### config.mk
export PLATFORM = sky130hd
export DESIGN_NAME = clock_period_meter_flat
export DESIGN_NICKNAME = d
export VERILOG_FILES = /design/src/rtl/clock_period_meter_if.sv /design/src/rtl/clock_period_meter.sv /design/src/flat_wrapper.sv
export SDC_FILE = /design/constraint.sdc
export NUM_CORES = 1
export LEC_CHECK = 0
export BUFFER_PORTS_ARGS = -buffer_cell sky130_fd_sc_hd__buf_4
export CAP_MARGIN = 10
export CORE_MARGIN = 10
export CORE_UTILIZATION = 31
export DETAILED_ROUTE_END_ITERATION = 7
export SETUP_SLACK_MARGIN = 0.1
export SLEW_MARGIN = 0
export SYNTH_ARGS = -nofsm -noshare
export SYNTH_HDL_FRONTEND = slang
export SYNTH_SLANG_ARGS = --single-unit
### constraint.sdc
create_clock -name clk12Mhz -period 2.55 [get_ports clk12Mhz]
set_clock_uncertainty 0.15 [all_clocks]
set_input_delay 0.3825 -clock clk12Mhz [delete_from_list [all_inputs] [get_ports clk12Mhz]]
set_output_delay 0.3825 -clock clk12Mhz [all_outputs]
set_load 0.02 [all_outputs]
### src/rtl/clock_period_meter_if.sv
// Measurement result bundle between the period meter and its consumer.
// The meter drives the result and status lines; the consumer returns the acknowledge.
interface clock_period_meter_if #(
  parameter int unsigned CNT_W = 16
);
  logic             meas_ack;
  logic [CNT_W-1:0] period_out;
  logic [CNT_W-1:0] high_out;
  logic             meas_valid;
  logic             overrun;
  logic             stalled;

  modport master (
    input  meas_ack,
    output period_out,
    output high_out,
    output meas_valid,
    output overrun,
    output stalled
  );

  modport slave (
    output meas_ack,
    input  period_out,
    input  high_out,
    input  meas_valid,
    input  overrun,
    input  stalled
  );
endinterface

### src/rtl/clock_period_meter.sv
// Measures period and high time of a slow asynchronous square wave in clk12Mhz cycles,
// publishes results with a valid/ack handshake and flags a stalled source.
module clock_period_meter #(
  parameter int unsigned CNT_W   = 16,
  parameter int unsigned TIMEOUT = 1000
) (
  input  logic                 clk12Mhz,
  input  logic                 rst_n,
  input  logic                 sig_in,
  clock_period_meter_if.master meas
);

  typedef enum logic [0:0] {StIdle, StMeasure} state_e;

  localparam logic [CNT_W-1:0] One        = CNT_W'(1);
  localparam logic [CNT_W-1:0] TimeoutCnt = CNT_W'(TIMEOUT);

  state_e           state_q, state_d;
  logic             s1_q, s2_q, s3_q;
  logic [CNT_W-1:0] cnt_q, cnt_d;
  logic [CNT_W-1:0] hcnt_q, hcnt_d;
  logic [CNT_W-1:0] period_q, period_d;
  logic [CNT_W-1:0] high_q, high_d;
  logic             valid_q, valid_d;
  logic             overrun_q, overrun_d;
  logic             stalled_q, stalled_d;
  logic             rise;
  logic             publish;

  assign rise = s2_q & ~s3_q;

  always_comb begin
    state_d   = state_q;
    cnt_d     = cnt_q;
    hcnt_d    = hcnt_q;
    period_d  = period_q;
    high_d    = high_q;
    valid_d   = valid_q;
    overrun_d = overrun_q;
    stalled_d = stalled_q;
    publish   = 1'b0;

    unique case (state_q)
      StIdle: begin
        cnt_d  = '0;
        hcnt_d = '0;
        if (rise) begin
          state_d   = StMeasure;
          cnt_d     = One;
          hcnt_d    = One;
          stalled_d = 1'b0;
        end
      end
      StMeasure: begin
        if (rise) begin
          publish   = 1'b1;
          cnt_d     = One;
          hcnt_d    = One;
          stalled_d = 1'b0;
        end else if (cnt_q == TimeoutCnt) begin
          stalled_d = 1'b1;
          state_d   = StIdle;
          cnt_d     = '0;
          hcnt_d    = '0;
        end else begin
          cnt_d  = cnt_q + One;
          hcnt_d = hcnt_q + {{(CNT_W-1){1'b0}}, s2_q};
        end
      end
      default: state_d = StIdle;
    endcase

    // A fresh result always wins over a concurrent acknowledge.
    if (publish) begin
      period_d = cnt_q;
      high_d   = hcnt_q;
      valid_d  = 1'b1;
      if (valid_q && !meas.meas_ack) begin
        overrun_d = 1'b1;
      end else if (meas.meas_ack) begin
        overrun_d = 1'b0;
      end
    end else if (meas.meas_ack && valid_q) begin
      valid_d   = 1'b0;
      overrun_d = 1'b0;
    end
  end

  always_ff @(posedge clk12Mhz) begin
    if (!rst_n) begin
      state_q   <= StIdle;
      s1_q      <= 1'b0;
      s2_q      <= 1'b0;
      s3_q      <= 1'b0;
      cnt_q     <= '0;
      hcnt_q    <= '0;
      period_q  <= '0;
      high_q    <= '0;
      valid_q   <= 1'b0;
      overrun_q <= 1'b0;
      stalled_q <= 1'b0;
    end else begin
      state_q   <= state_d;
      s1_q      <= sig_in;
      s2_q      <= s1_q;
      s3_q      <= s2_q;
      cnt_q     <= cnt_d;
      hcnt_q    <= hcnt_d;
      period_q  <= period_d;
      high_q    <= high_d;
      valid_q   <= valid_d;
      overrun_q <= overrun_d;
      stalled_q <= stalled_d;
    end
  end

  assign meas.period_out = period_q;
  assign meas.high_out   = high_q;
  assign meas.meas_valid = valid_q;
  assign meas.overrun    = overrun_q;
  assign meas.stalled    = stalled_q;

endmodule

### src/flat_wrapper.sv
// flat-port wrapper written by rule: the top's interface ports become plain ports
module clock_period_meter_flat 
#(
  parameter int unsigned CNT_W   = 16,
  parameter int unsigned TIMEOUT = 1000
)
  (clk12Mhz, rst_n, sig_in, meas_meas_ack, meas_period_out, meas_high_out, meas_meas_valid, meas_overrun, meas_stalled);
  clock_period_meter_if #(.CNT_W(CNT_W)) meas_i ();
  input  logic clk12Mhz;
  input  logic rst_n;
  input  logic sig_in;
  input wire logic [$bits(meas_i.meas_ack)-1:0] meas_meas_ack;
  output wire logic [$bits(meas_i.period_out)-1:0] meas_period_out;
  output wire logic [$bits(meas_i.high_out)-1:0] meas_high_out;
  output wire logic [$bits(meas_i.meas_valid)-1:0] meas_meas_valid;
  output wire logic [$bits(meas_i.overrun)-1:0] meas_overrun;
  output wire logic [$bits(meas_i.stalled)-1:0] meas_stalled;
  assign meas_i.meas_ack = meas_meas_ack;
  assign meas_period_out = meas_i.period_out;
  assign meas_high_out = meas_i.high_out;
  assign meas_meas_valid = meas_i.meas_valid;
  assign meas_overrun = meas_i.overrun;
  assign meas_stalled = meas_i.stalled;
  clock_period_meter #(.CNT_W(CNT_W), .TIMEOUT(TIMEOUT)) u_core (.clk12Mhz(clk12Mhz), .rst_n(rst_n), .sig_in(sig_in), .meas(meas_i));
endmodule
# == Word-level counts from Yosys, hierarchy flattened ==
# Cells that the tools add are included.
# word_totals
ff_bits,71
in_bits,4
out_inout_bits,35
wordCells,47
# classes
add_sub_neg,2
eq_ne,4
n_mux,21
bitwise,3
n_reduce_logical,6
# ops
operator,count
$mux 16,4
$pmux 16 s2,2
$add 16x1->16,1
$add 16x1->16 const B,1
$eq 16x10->1 const B,1
$mux 1,13
$ne 3x3->1 const B,2
$pmux 1 s2,2
$reduce_and 2->1,2
$logic_and 1x1->1,2
$ne 2x1->1 const B,1
$not 1->1,2
$reduce_bool 2->1,1
$and 1x1->1,1
$logic_not 1->1,1

# == Depth between registers and ports, before layout ==
# Gate-level depths: netlist of the first run.
# logic_depth
depth_word,6
ltp_mapped,7
depth_no_buf,6

# == Least setup slack after synthesis of the first run ==
# OpenSTA, ideal clock, no wires.
# synth_path
path_type,reg-to-reg
startpoint,reg u_core.cnt_q[0]
endpoint,reg u_core.hcnt_q[15]
setup_ns,0.130
t_arrival_ns,1.640
t_required_ns,2.270
setup_slack_ns,0.630
stages_incl_launch_ff,8
period_less_slack_ns,1.920
path_cell_list,dfxtp_1 > inv_1 > ha_1 > or3b_2 > o41a_1 > nand3_2 > buf_6 > a21oi_1
# synth_between
elab_chain_len,4
# synth_lines
item,line_no,source
from (decl),clock_period_meter.sv:20,"logic [CNT_W-1:0] cnt_q, cnt_d;"
from (signal assigned),clock_period_meter.sv:107,cnt_q <= cnt_d;
$eq 16x10->1,clock_period_meter.sv:60,end else if (cnt_q == TimeoutCnt) begin
$mux 16,clock_period_meter.sv:60,
$mux 16,clock_period_meter.sv:55,if (rise) begin
$pmux 16 s2,clock_period_meter.sv:43,unique case (state_q)
to (signal assigned),clock_period_meter.sv:108,hcnt_q <= hcnt_d;
to (decl),clock_period_meter.sv:21,"logic [CNT_W-1:0] hcnt_q, hcnt_d;"
# Every way passes these cells.
# A chain may end at the register's enable or synchronous reset.

# == Final worst setup path of the first run ==
# layout_path
startpoint,reg u_core.cnt_q[0]
endpoint,reg u_core.cnt_q[13]
# layout_between
elab_chain_len,4
word_cells_on_any_way,5
# layout_lines
item,line_no
$add 16x1->16 or $eq 16x10->1 (tied branches),"clock_period_meter.sv:66, clock_period_meter.sv:60"
$mux 16 (*),clock_period_meter.sv:60
$mux 16 (*),clock_period_meter.sv:55
$pmux 16 s2 (*),clock_period_meter.sv:43
# Mark *: on every way between the ends. The rest lies on a longest branch, timed or not.

==> results of run 1 <==
## worst max path at each step
| stage | startpoint | endpoint | slack (ns) | depth (start not counted) |
|---|---|---|---|---|
| global placement | u_core.cnt_q[2] | u_core.cnt_q[15] | 0.49 | 5 |
| finish | u_core.cnt_q[0] | u_core.cnt_q[13] | 0.45 | 7 |
| floorplan | u_core.cnt_q[0] | u_core.hcnt_q[15] | 0.63 | 7 |
| global route | u_core.cnt_q[2] | u_core.cnt_q[12] | 0.37 | 5 |
| detailed placement | u_core.cnt_q[0] | u_core.hcnt_q[6] | 0.47 | 7 |
| CTS | u_core.cnt_q[0] | u_core.cnt_q[13] | 0.45 | 7 |
## cells in the final DEF (no fill, tap or decap), types with 4 or more instances in the layout
cell type  synthesis  layout
nand4_1            5       5
buf_4              0      44
nand2_1           78      78
dfxtp_1           71      71
nor4_1             8       8
a21boi_0          34      34
clkbuf_8           0      10
xnor2_1           22      22
nor3_1             9       9
nor2_1            33      33
ha_1               4       4
inv_1              9       9
xor2_1             4       4
nand3_1           11      11
## sequential cells by signal, summed over array words and instances (netlist names), 16 cells and up
name                    flops
u_core.meas.period_out     16
u_core.hcnt_q              16
u_core.cnt_q               16
u_core.meas.high_out       16
## through the flow
stage	cell area [um^2]	worst slack [ns]	power, W	instances
6_report	3420	0.447	0.00203	481
5_1_grt	3420	0.371	0.00211	481
4_1_cts	3420	0.447	0.00207	481
3_5_place_dp	3230	0.473	0.00118	465
3_3_place_gp	3230	0.494	0.00118	465
2_1_floorplan	2850	0.630	0.00117	329
## cell type report
cell class	instances	share of cell area, %
clock inverters	4	1.32
multi-input cells	233	38.3
clock buffers	12	4.24
repair buffers	44	9.66
well taps	108	3.95
inverters	9	0.988
flip-flops and latches	71	41.6
## cells in the mapped netlist
cell type	n	area, um^2
or3b_2	1	8.76
nand2b_1	2	12.5
xor2_1	4	35.0
or2_2	2	12.5
o41ai_1	1	8.76
nor2b_1	1	6.26
inv_1	9	33.8
o21ai_0	3	15.0
o21a_1	1	7.51
o41a_1	1	11.3
nor4_1	8	50.1
buf_6	3	33.8
nor3_1	9	45.0
or4b_1	3	30.0
dfxtp_1	71	1420
and2_1	3	18.8
nand4_1	5	31.3
or3_1	2	12.5
a21oi_1	3	15.0
nor2_1	33	124
nand3_1	11	55.1
a21boi_0	34	255
and3b_1	1	8.76
nand3_2	1	10.0
nand2_1	78	293
ha_1	4	50.1
clkbuf_1	13	48.8
xnor2_1	22	193
## metal layers
metal	up-vias	track usage [%]	routed length [um]
met5	-	0	0
met4	0	3.42	65
met3	9	4.50	400
met2	50	16.3	2820
met1	1032	11.1	2970
li1	1166	-	-
## logic make-up after synthesis
group                      count (synthesis)  share of synthesized area [%]
AOI/OAI and AO/OA                         43                           11.0
DFF                                       71                           49.9
buffers and inverters                     25                           4.09
xor gates and xnor gates                  26                           8.00
and+or+nand+nor                          160                           25.2
adders and majority gates                  4                           1.76
## where the power goes
part	total, W	switching (W)	internal, W
registers	0.00112	0.00000414	0.00111
clock network	0.000869	0.000395	0.000474
logic	0.0000404	0.0000232	0.0000173
total	0.00203	0.000422	0.00160
==> qor.txt, run 1 <==
Run status -> completed
Post-CTS Setup Bufs -> 0
Required @ worst endpoint -> 2.63 ns
Via count of the first global-routing pass -> 2,306
CP Launch Type -> flop
Buffering stage count on the worst path with inverters included -> 2
Die outline area -> 0.0134 mm^2
Area growth from synthesis to final layout -> 20.1%
Final Hold Violating Endpoints -> 0
Unrepaired setup endpoints after global routing -> false
Global-route wire length before repair -> 10.9 mm
Relative slew slack -> 69.9%
Delay-heaviest family, CP -> simple AND/OR/NAND/NOR gates
PD cells -> 593 mW/mm^2
Synthesized instance count -> 329
Number of clock sinks -> 71
Initial antenna violation count -> 0
Slowest cell on the critical path -> or3b_2
Grt total ovfl -> 0
Hold-fix buffers at CTS -> 0
Share of the clock period used by the worst path -> 82.5%
Global placer's final weighted congestion -> 0.792
#FFs+latches synth -> 71
Setup slack of the worst register-to-register path -> 0.45 ns
Final routed wirelength across all metal layers -> 6.26 mm
Max-slew violation count -> 0
Number of I/O pins -> 39
Starting DRC count in detailed routing -> 86
Vias per inst -> 4.69
Slew at the pin closest to its max-slew limit -> 0.450 ns
Die extent in x -> 116 um
Core Util, Final -> 38.6%
Maximum fanout count along the critical path -> 15
Average size of a mapped cell -> 8.65 um^2
Yosys warnings -> 0
Sort of element at the end of the critical path -> flop
DR pass1 iterations -> 4
Fraction of final layout cells with drive strength greater than 1 -> 16.6%
Overall track demand over capacity in global routing -> 9.90%
End point of the most critical hold path -> u_core.s1_q
Synthesized area -> 0.00285 mm^2
Number of setup violations in the final report -> 0
DRC errors left -> 0
Upper clock frequency limit -> 0.475 GHz
Hold Path Cell Cnt -> 2
Worst min path class -> in2reg
Post-route antenna net violation count -> 0
Count of unique library cells instantiated by Yosys -> 28
Total clock buffers created by CTS -> 9
Average wire per cell in the routed design -> 13.0 um
Multi-input gate area in the final layout -> 0.00131 mm^2
Clock latency on the worst-skew pair -> 0.34 ns
Peak supply drop -> 0.000395 V
Worst setup path class -> reg2reg
Clk buf depth -> 2
CTS tree -> yes
Leakage power of the design -> 1.13 nW
Count of maximum capacitance violations -> 0
Hold path startpoint -> sig_in
Layout net count -> 376
Maximum number of pins on one net before global-route repair -> 44
Die boundary height -> 116 um
Number of filler instances in the final layout -> 931
# rows -> 34
Data arrival time of the critical path -> 2.18 ns
Post-synthesis net count -> 337
Fin Setup TNS -> 0 ns
Share of the yosys chip area belonging to registers -> 49.9%
Root Driver -> clkbuf_8
Max H-tree Level -> 3
Overall via count from detail_route -> 2,257
CTS resizes -> 0
Hold WS -> 0.100 ns
Port Buffers -> 38
Destination of the worst register-to-register timing path -> u_core.cnt_q[13]
Placeable core region -> 0.00885 mm^2
Critical Path Max Stage Delay -> 0.45 ns
Ordered list of cells on the worst path -> inv_1 > ha_1 > or3b_2 > o41a_1 > nand3_2 > buf_4 > nor2_1
Initial Utilization -> 32.2%
Reg area -> 0.00142 mm^2
Minimum clock period -> 2.10 ns
Number of cell instances on the worst register-to-register path -> 7
Clock transition at path regs -> 0.07 ns
Number of diodes -> 0
Beginning of the worst register-to-register path -> u_core.cnt_q[0]
HPWL after DPL -> 4.34 mm
Note: power is estimated with default switching activity, not from simulation.
==> run 2, diff against run 1 <==
==> constraint.sdc (replaced) <==
create_clock -name clk12Mhz -period 1.7 [get_ports clk12Mhz]
set_clock_uncertainty 0.15 [all_clocks]
set_input_delay 0.255 -clock clk12Mhz [delete_from_list [all_inputs] [get_ports clk12Mhz]]
set_output_delay 0.255 -clock clk12Mhz [all_outputs]
set_load 0.02 [all_outputs]
==> qor.txt, run 2 (synthesized netlist as in run 1, its figures left out) <==
Run status -> finished, violations left
Failing checks -> setup timing
Port Buffers -> 38 (unchanged)
Required @ worst endpoint -> 1.77 ns (-0.86 ns)
Number of I/O pins -> 39 (unchanged)
Maximum number of pins on one net before global-route repair -> 29 (-34%)
Final Power -> 0.00294 W (+45%)
Max-slew violation count -> 0 (unchanged)
Vias per inst -> 4.57 (-2.7%)
Final cell count without fillers -> 525 (+9.1%)
Smallest setup slack after layout -> -0.263 ns (-0.709 ns)
Number of setup violations in the final report -> 34 (+34)
Placeable core region -> 0.00885 mm^2 (unchanged)
Area growth from synthesis to final layout -> 33.3%
HPWL after DPL -> 4.81 mm (+11%)
DR pass1 iterations -> 5 (+1)
Data arrival time of the critical path -> 2.04 ns (-0.14 ns)
Top library cells by usage in the layout, fill and taps aside -> buf_4 (85), nand2_1 (77), dfxtp_1 (67), a21boi_0 (34), nor2_1 (33)
Beginning of the worst register-to-register path -> u_core.cnt_q[15]
Number of cell instances on the worst register-to-register path -> 5 (-2)
Average wire per cell in the routed design -> 12.5 um (-4.2%)
Slew at the pin closest to its max-slew limit -> 0.325 ns (-0.126 ns)
Clk buf depth -> 2 (unchanged)
Total clock buffers created by CTS -> 9 (unchanged)
Share of the clock period used by the worst path -> 115% (+33 points)
Initial Utilization -> 32.2% (unchanged)
Global-route wire length before repair -> 11.2 mm (+2.6%)
Core Util, Final -> 42.9% (+4.2 points)
Clock transition at path regs -> 0.08 ns (about the same)
Overall track demand over capacity in global routing -> 10.5% (+0.58 points)
PD cells -> 775 mW/mm^2 (+31%)
Die outline area -> 0.0134 mm^2 (unchanged)
Initial antenna violation count -> 0 (unchanged)
Starting DRC count in detailed routing -> 101 (+17%)
Peak supply drop -> 0.000323 V (-18%)
Post-route antenna net violation count -> 0 (unchanged)
Root Driver -> clkbuf_8
Destination of the worst register-to-register timing path -> u_core.hcnt_q[15]
Die boundary height -> 116 um (unchanged)
CP Launch Type -> flop
Final Hold Violating Endpoints -> 0 (unchanged)
Clock latency on the worst-skew pair -> 0.35 ns (about the same)
Relative slew slack -> 78.2% (+8.3 points)
Placed Cells incl. Taps -> 507 (+9.0%)
Die extent in x -> 116 um (unchanged)
Global placer's final weighted congestion -> 0.799 (+0.90%)
Crit path to -> u_core.hcnt_q[15]
Sort of element at the end of the critical path -> flop
Placement Setup Slack -> -0.246 ns (-0.718 ns)
Minimum clock period -> 1.96 ns (-0.141 ns)
Upper clock frequency limit -> 0.509 GHz (+7.2%)
Overall via count from detail_route -> 2,397 (+6.2%)
Most common cell after layout, fill and taps aside -> buf_4
Number of filler instances in the final layout -> 923 (-0.86%)
Worst setup path class -> reg2reg
Worst min path class -> in2reg
Hold WS -> 0.0528 ns (-0.0476 ns)
Unrepaired setup endpoints after global routing -> true
Number of diodes -> 0 (unchanged)
Maximum fanout count along the critical path -> 15 (unchanged)
Via count of the first global-routing pass -> 2,401 (+4.1%)
DRC errors left -> 0 (unchanged)
Count of maximum capacitance violations -> 0 (unchanged)
Leakage power of the design -> 1.36 nW (+20%)
Setup slack of the worst register-to-register path -> -0.26 ns (-0.71 ns)
# rows -> 34 (unchanged)
Grt total ovfl -> 0 (unchanged)
Number of clock sinks -> 71 (unchanged)
CTS tree -> yes
Layout net count -> 420 (+12%)
Final routed wirelength across all metal layers -> 6.55 mm (+4.6%)
Fraction of final layout cells with drive strength greater than 1 -> 27.8% (+11 points)
Launch point of the critical path -> u_core.cnt_q[15]
Max H-tree Level -> 3 (unchanged)
run 2: cell types whose count changed in the layout (fill, tap and decap cells not counted), sizes merged:
cell	before	now
buf	44	87
dlygate4sd3	0	1
bufinv	1	0
clkbuf	12	11
clkinvlp	0	2
run 2: how the worst min path moves through the flow:
stage | startpoint | end | slack (ns) | cells after the start
after global routing | meas_meas_ack | u_core.meas.meas_valid | 0.06 | 3
after floorplan | sig_in | u_core.s1_q | 0.23 | 1
after detailed placement | u_core.s1_q | u_core.s2_q | 0.27 | 1
final | meas_meas_ack | u_core.meas.meas_valid | 0.05 | 3
after CTS | meas_meas_ack | u_core.meas.meas_valid | 0.03 | 3
after global placement | u_core.s1_q | u_core.s2_q | 0.27 | 1
run 2: per-layer routing:
layer  wire length, um  global-route usage (%)  vias to the layer above
met3               379                    5.12                        8
met4                97                    3.34                        0
met2              3010                    16.2                       48
met5                 0                       0                        -
met1              3060                    12.5                     1088
li1                  -                       -                     1253
run 2: final cells by class:
| type | instances | area, um^2 | share of cell area, % |
|---|---|---|---|
| well taps | 108 | 135 | 3.56 |
| inverters | 9 | 33.8 | 0.891 |
| repair buffers | 88 | 688 | 18.1 |
| flip-flops and latches | 71 | 1430 | 37.6 |
| multi-input cells | 233 | 1340 | 35.2 |
| clock buffers | 11 | 141 | 3.73 |
| clock inverters | 5 | 33.8 | 0.891 |
run 2: worst max-delay path, stage by stage (launching register included):
cell,delay (ns)
dfxtp_1,0.32
or4b_4,0.57
o41a_1,0.47
nand3_2,0.13
buf_12,0.15
a21oi_1,0.04
run 2: repair_timing:
action                     in CTS  in global routing
setup endpoints to repair      34                 55
buffers inserted                0                  1
hold endpoints to repair        1                  0
hold buffers                    1                  0
cloned                          0                  0
pin swaps                       2                  0
gates resized for setup         1                  4
run 2: where the power goes:
part	total (W)	switching [W]	internal, W
combinational	0.0000828	0.0000408	0.0000420
clock	0.00118	0.000617	0.000566
sequential	0.00167	0.00000405	0.00167
total	0.00294	0.000662	0.00228
run 2: per-stage QoR:
step / setup TNS [ns] / area (um^2)
floorplan: -5.17 / 2850
global placement: -5.97 / 3580
detailed placement: -7.57 / 3580
CTS: -7.23 / 3770
global route: -10.26 / 3790
finish: -8.16 / 3790
==> run 3, diff against run 2 <==
--- a/config.mk
+++ b/config.mk
@@ -8,7 +8,7 @@
 export BUFFER_PORTS_ARGS = -buffer_cell sky130_fd_sc_hd__buf_4
 export CAP_MARGIN = 10
 export CORE_MARGIN = 10
-export CORE_UTILIZATION = 31
+export CORE_UTILIZATION = 43
 export DETAILED_ROUTE_END_ITERATION = 7
 export SETUP_SLACK_MARGIN = 0.1
 export SLEW_MARGIN = 0
==> constraint.sdc (replaced) <==
create_clock -name clk12Mhz -period 2.4 [get_ports clk12Mhz]
set_clock_uncertainty 0.15 [all_clocks]
set_input_delay 0.36 -clock clk12Mhz [delete_from_list [all_inputs] [get_ports clk12Mhz]]
set_output_delay 0.36 -clock clk12Mhz [all_outputs]
set_load 0.02 [all_outputs]
==> qor.txt, run 3 (synthesized netlist as in run 1, its figures left out) <==
Placed instance area -> 0.00323 mm^2 (-9.6%)
Die boundary height -> 101 um (-12%)
HPWL after DPL -> 4.12 mm (-14%)
Worst min path class -> in2reg
Unrepaired setup endpoints after global routing -> false
Clk buf depth -> 2 (unchanged)
PD cells -> 611 mW/mm^2 (-21%)
Minimum clock period -> 2.09 ns (+0.131 ns)
Required @ worst endpoint -> 2.48 ns (+0.71 ns)
Post-route antenna net violation count -> 0 (unchanged)
Total clock buffers created by CTS -> 9 (unchanged)
DR pass1 iterations -> 4 (-1)
Via count of the first global-routing pass -> 2,119 (-12%)
Hold-fix buffers at CTS -> 0 (-1)
Slew at the pin closest to its max-slew limit -> 0.422 ns (+0.0971 ns)
Number of cell instances on the worst register-to-register path -> 7 (+2)
Post-CTS Setup Bufs -> 0 (unchanged)
Placeable core region -> 0.00639 mm^2 (-28%)
Upper clock frequency limit -> 0.478 GHz (-6.3%)
Worst setup path class -> reg2reg
Placed Cells incl. Taps -> 438 (-14%)
Final Hold Violating Endpoints -> 0 (unchanged)
Area growth from synthesis to final layout -> 19.8%
Layout net count -> 380 (-9.5%)
Die outline area -> 0.0103 mm^2 (-23%)
Peak supply drop -> 0.000315 V (-2.5%)
Final cell count without fillers -> 454 (-14%)
Global placer's final weighted congestion -> 0.815 (+2.0%)
Starting DRC count in detailed routing -> 89 (-12%)
Fraction of final layout cells with drive strength greater than 1 -> 17.5% (-10 points)
Beginning of the worst register-to-register path -> u_core.cnt_q[0]
Initial antenna violation count -> 0 (unchanged)
Most common cell after layout, fill and taps aside -> nand2_1
CP Launch Type -> flop
DRC errors left -> 0 (unchanged)
Overall track demand over capacity in global routing -> 12.0% (+1.6 points)
Max-slew violation count -> 0 (unchanged)
Top library cells by usage in the layout, fill and taps aside -> nand2_1 (78), dfxtp_1 (71), buf_4 (47), a21boi_0 (34), nor2_1 (33)
Number of clock sinks -> 71 (unchanged)
Clock transition at path regs -> 0.07 ns (about the same)
Root Driver -> clkbuf_8
Number of setup violations in the final report -> 0 (-100%)
Maximum number of pins on one net before global-route repair -> 44 (+52%)
Final routed wirelength across all metal layers -> 5.91 mm (-9.8%)
Number of I/O pins -> 39 (unchanged)
Clock latency on the worst-skew pair -> 0.34 ns (about the same)
Number of diodes -> 0 (unchanged)
Grt total ovfl -> 0 (unchanged)
Number of filler instances in the final layout -> 628 (-32%)
Leakage power of the design -> 1.15 nW (-16%)
Global-route wire length before repair -> 10.1 mm (-9.0%)
Overall via count from detail_route -> 2,196 (-8.4%)
Sort of element at the end of the critical path -> flop
Setup slack of the worst register-to-register path -> 0.31 ns (+0.57 ns)
Share of the clock period used by the worst path -> 87.3% (-28 points)
Average wire per cell in the routed design -> 13.0 um (+4.4%)
Count of maximum capacitance violations -> 0 (unchanged)
Maximum fanout count along the critical path -> 23 (+8)
Relative slew slack -> 71.8% (-6.4 points)
Initial Utilization -> 44.6% (+12 points)
Port Buffers -> 38 (unchanged)
# rows -> 29 (-15%)
Max H-tree Level -> 3 (unchanged)
Smallest setup slack after layout -> 0.306 ns (+0.569 ns)
Fin Setup TNS -> 0 ns (+8.16 ns)
Run status -> completed
Post-route cell area -> 0.00341 mm^2 (-10%)
Placement Setup Slack -> 0.320 ns (+0.566 ns)
CTS resizes -> 0 (-1)
Crit path to -> u_core.hcnt_q[2]
CTS tree -> yes
Die extent in x -> 101 um (-12%)
Vias per inst -> 4.84 (+5.9%)
Launch point of the critical path -> u_core.cnt_q[0]
Destination of the worst register-to-register timing path -> u_core.hcnt_q[2]
Data arrival time of the critical path -> 2.17 ns (+0.13 ns)
-- run 3: cell type report --
cell class	count	area, um^2	share of cell area (%)
Sequential cell	71	1420	41.7
Multi-Input combinational cell	233	1310	38.4
Timing Repair Buffer	48	373	10.9
Clock buffer	13	159	4.66
Tap cell	77	96.3	2.83
Inverter	9	33.8	0.991
Clock inverter	3	17.5	0.514
-- run 3: how the worst min path moves through the flow --
stage	to	startpoint	cells after the start	slack, ns
after global routing	u_core.s1_q	sig_in	2	0.09
final	u_core.s1_q	sig_in	2	0.09
after global placement	u_core.s2_q	u_core.s1_q	1	0.26
after floorplan	u_core.s2_q	u_core.s1_q	1	0.26
after CTS	u_core.s1_q	sig_in	2	0.08
after detailed placement	u_core.s2_q	u_core.s1_q	1	0.27
-- run 3: per-layer routing --
metal | up-vias | routed length, um | part of all wire (%) | GRT usage [%]
li1 | 1168 | - | - | -
met2 | 40 | 2410 | 41 | 16.8
met3 | 9 | 361 | 6.1 | 3.95
met5 | - | 0 | 0 | 0
met4 | 0 | 83 | 1.4 | 5.47
met1 | 979 | 3060 | 52 | 16.4
-- run 3: report_power, final --
part	leakage, nW	switching, W	total (W)	internal, W
Sequential	0.572	0.00000457	0.00119	0.00118
Clock	0.0894	0.000423	0.000852	0.000429
Combinational	0.486	0.0000246	0.0000444	0.0000198
Total	1.15	0.000452	0.00208	0.00163
-- run 3: per-stage QoR --
step / hold WS [ns] / utilization, % / total power, W
global route: 0.0883 / 53.4 / 0.00216
floorplan: 0.262 / - / 0.00124
CTS: 0.0808 / 53.4 / 0.00211
detailed placement: 0.272 / 50.6 / 0.00126
global placement: 0.265 / 50.6 / 0.00126
finish: 0.0871 / 53.4 / 0.00208
-- run 3: worst max-delay path, stage by stage (launching register included) --
cell and delay [ns]:
dfxtp_1 0.38, inv_1 0.10, ha_1 0.15, or3b_2 0.46, o41a_1 0.39, nand3_2 0.13, buf_12 0.16, nor2_1 0.06
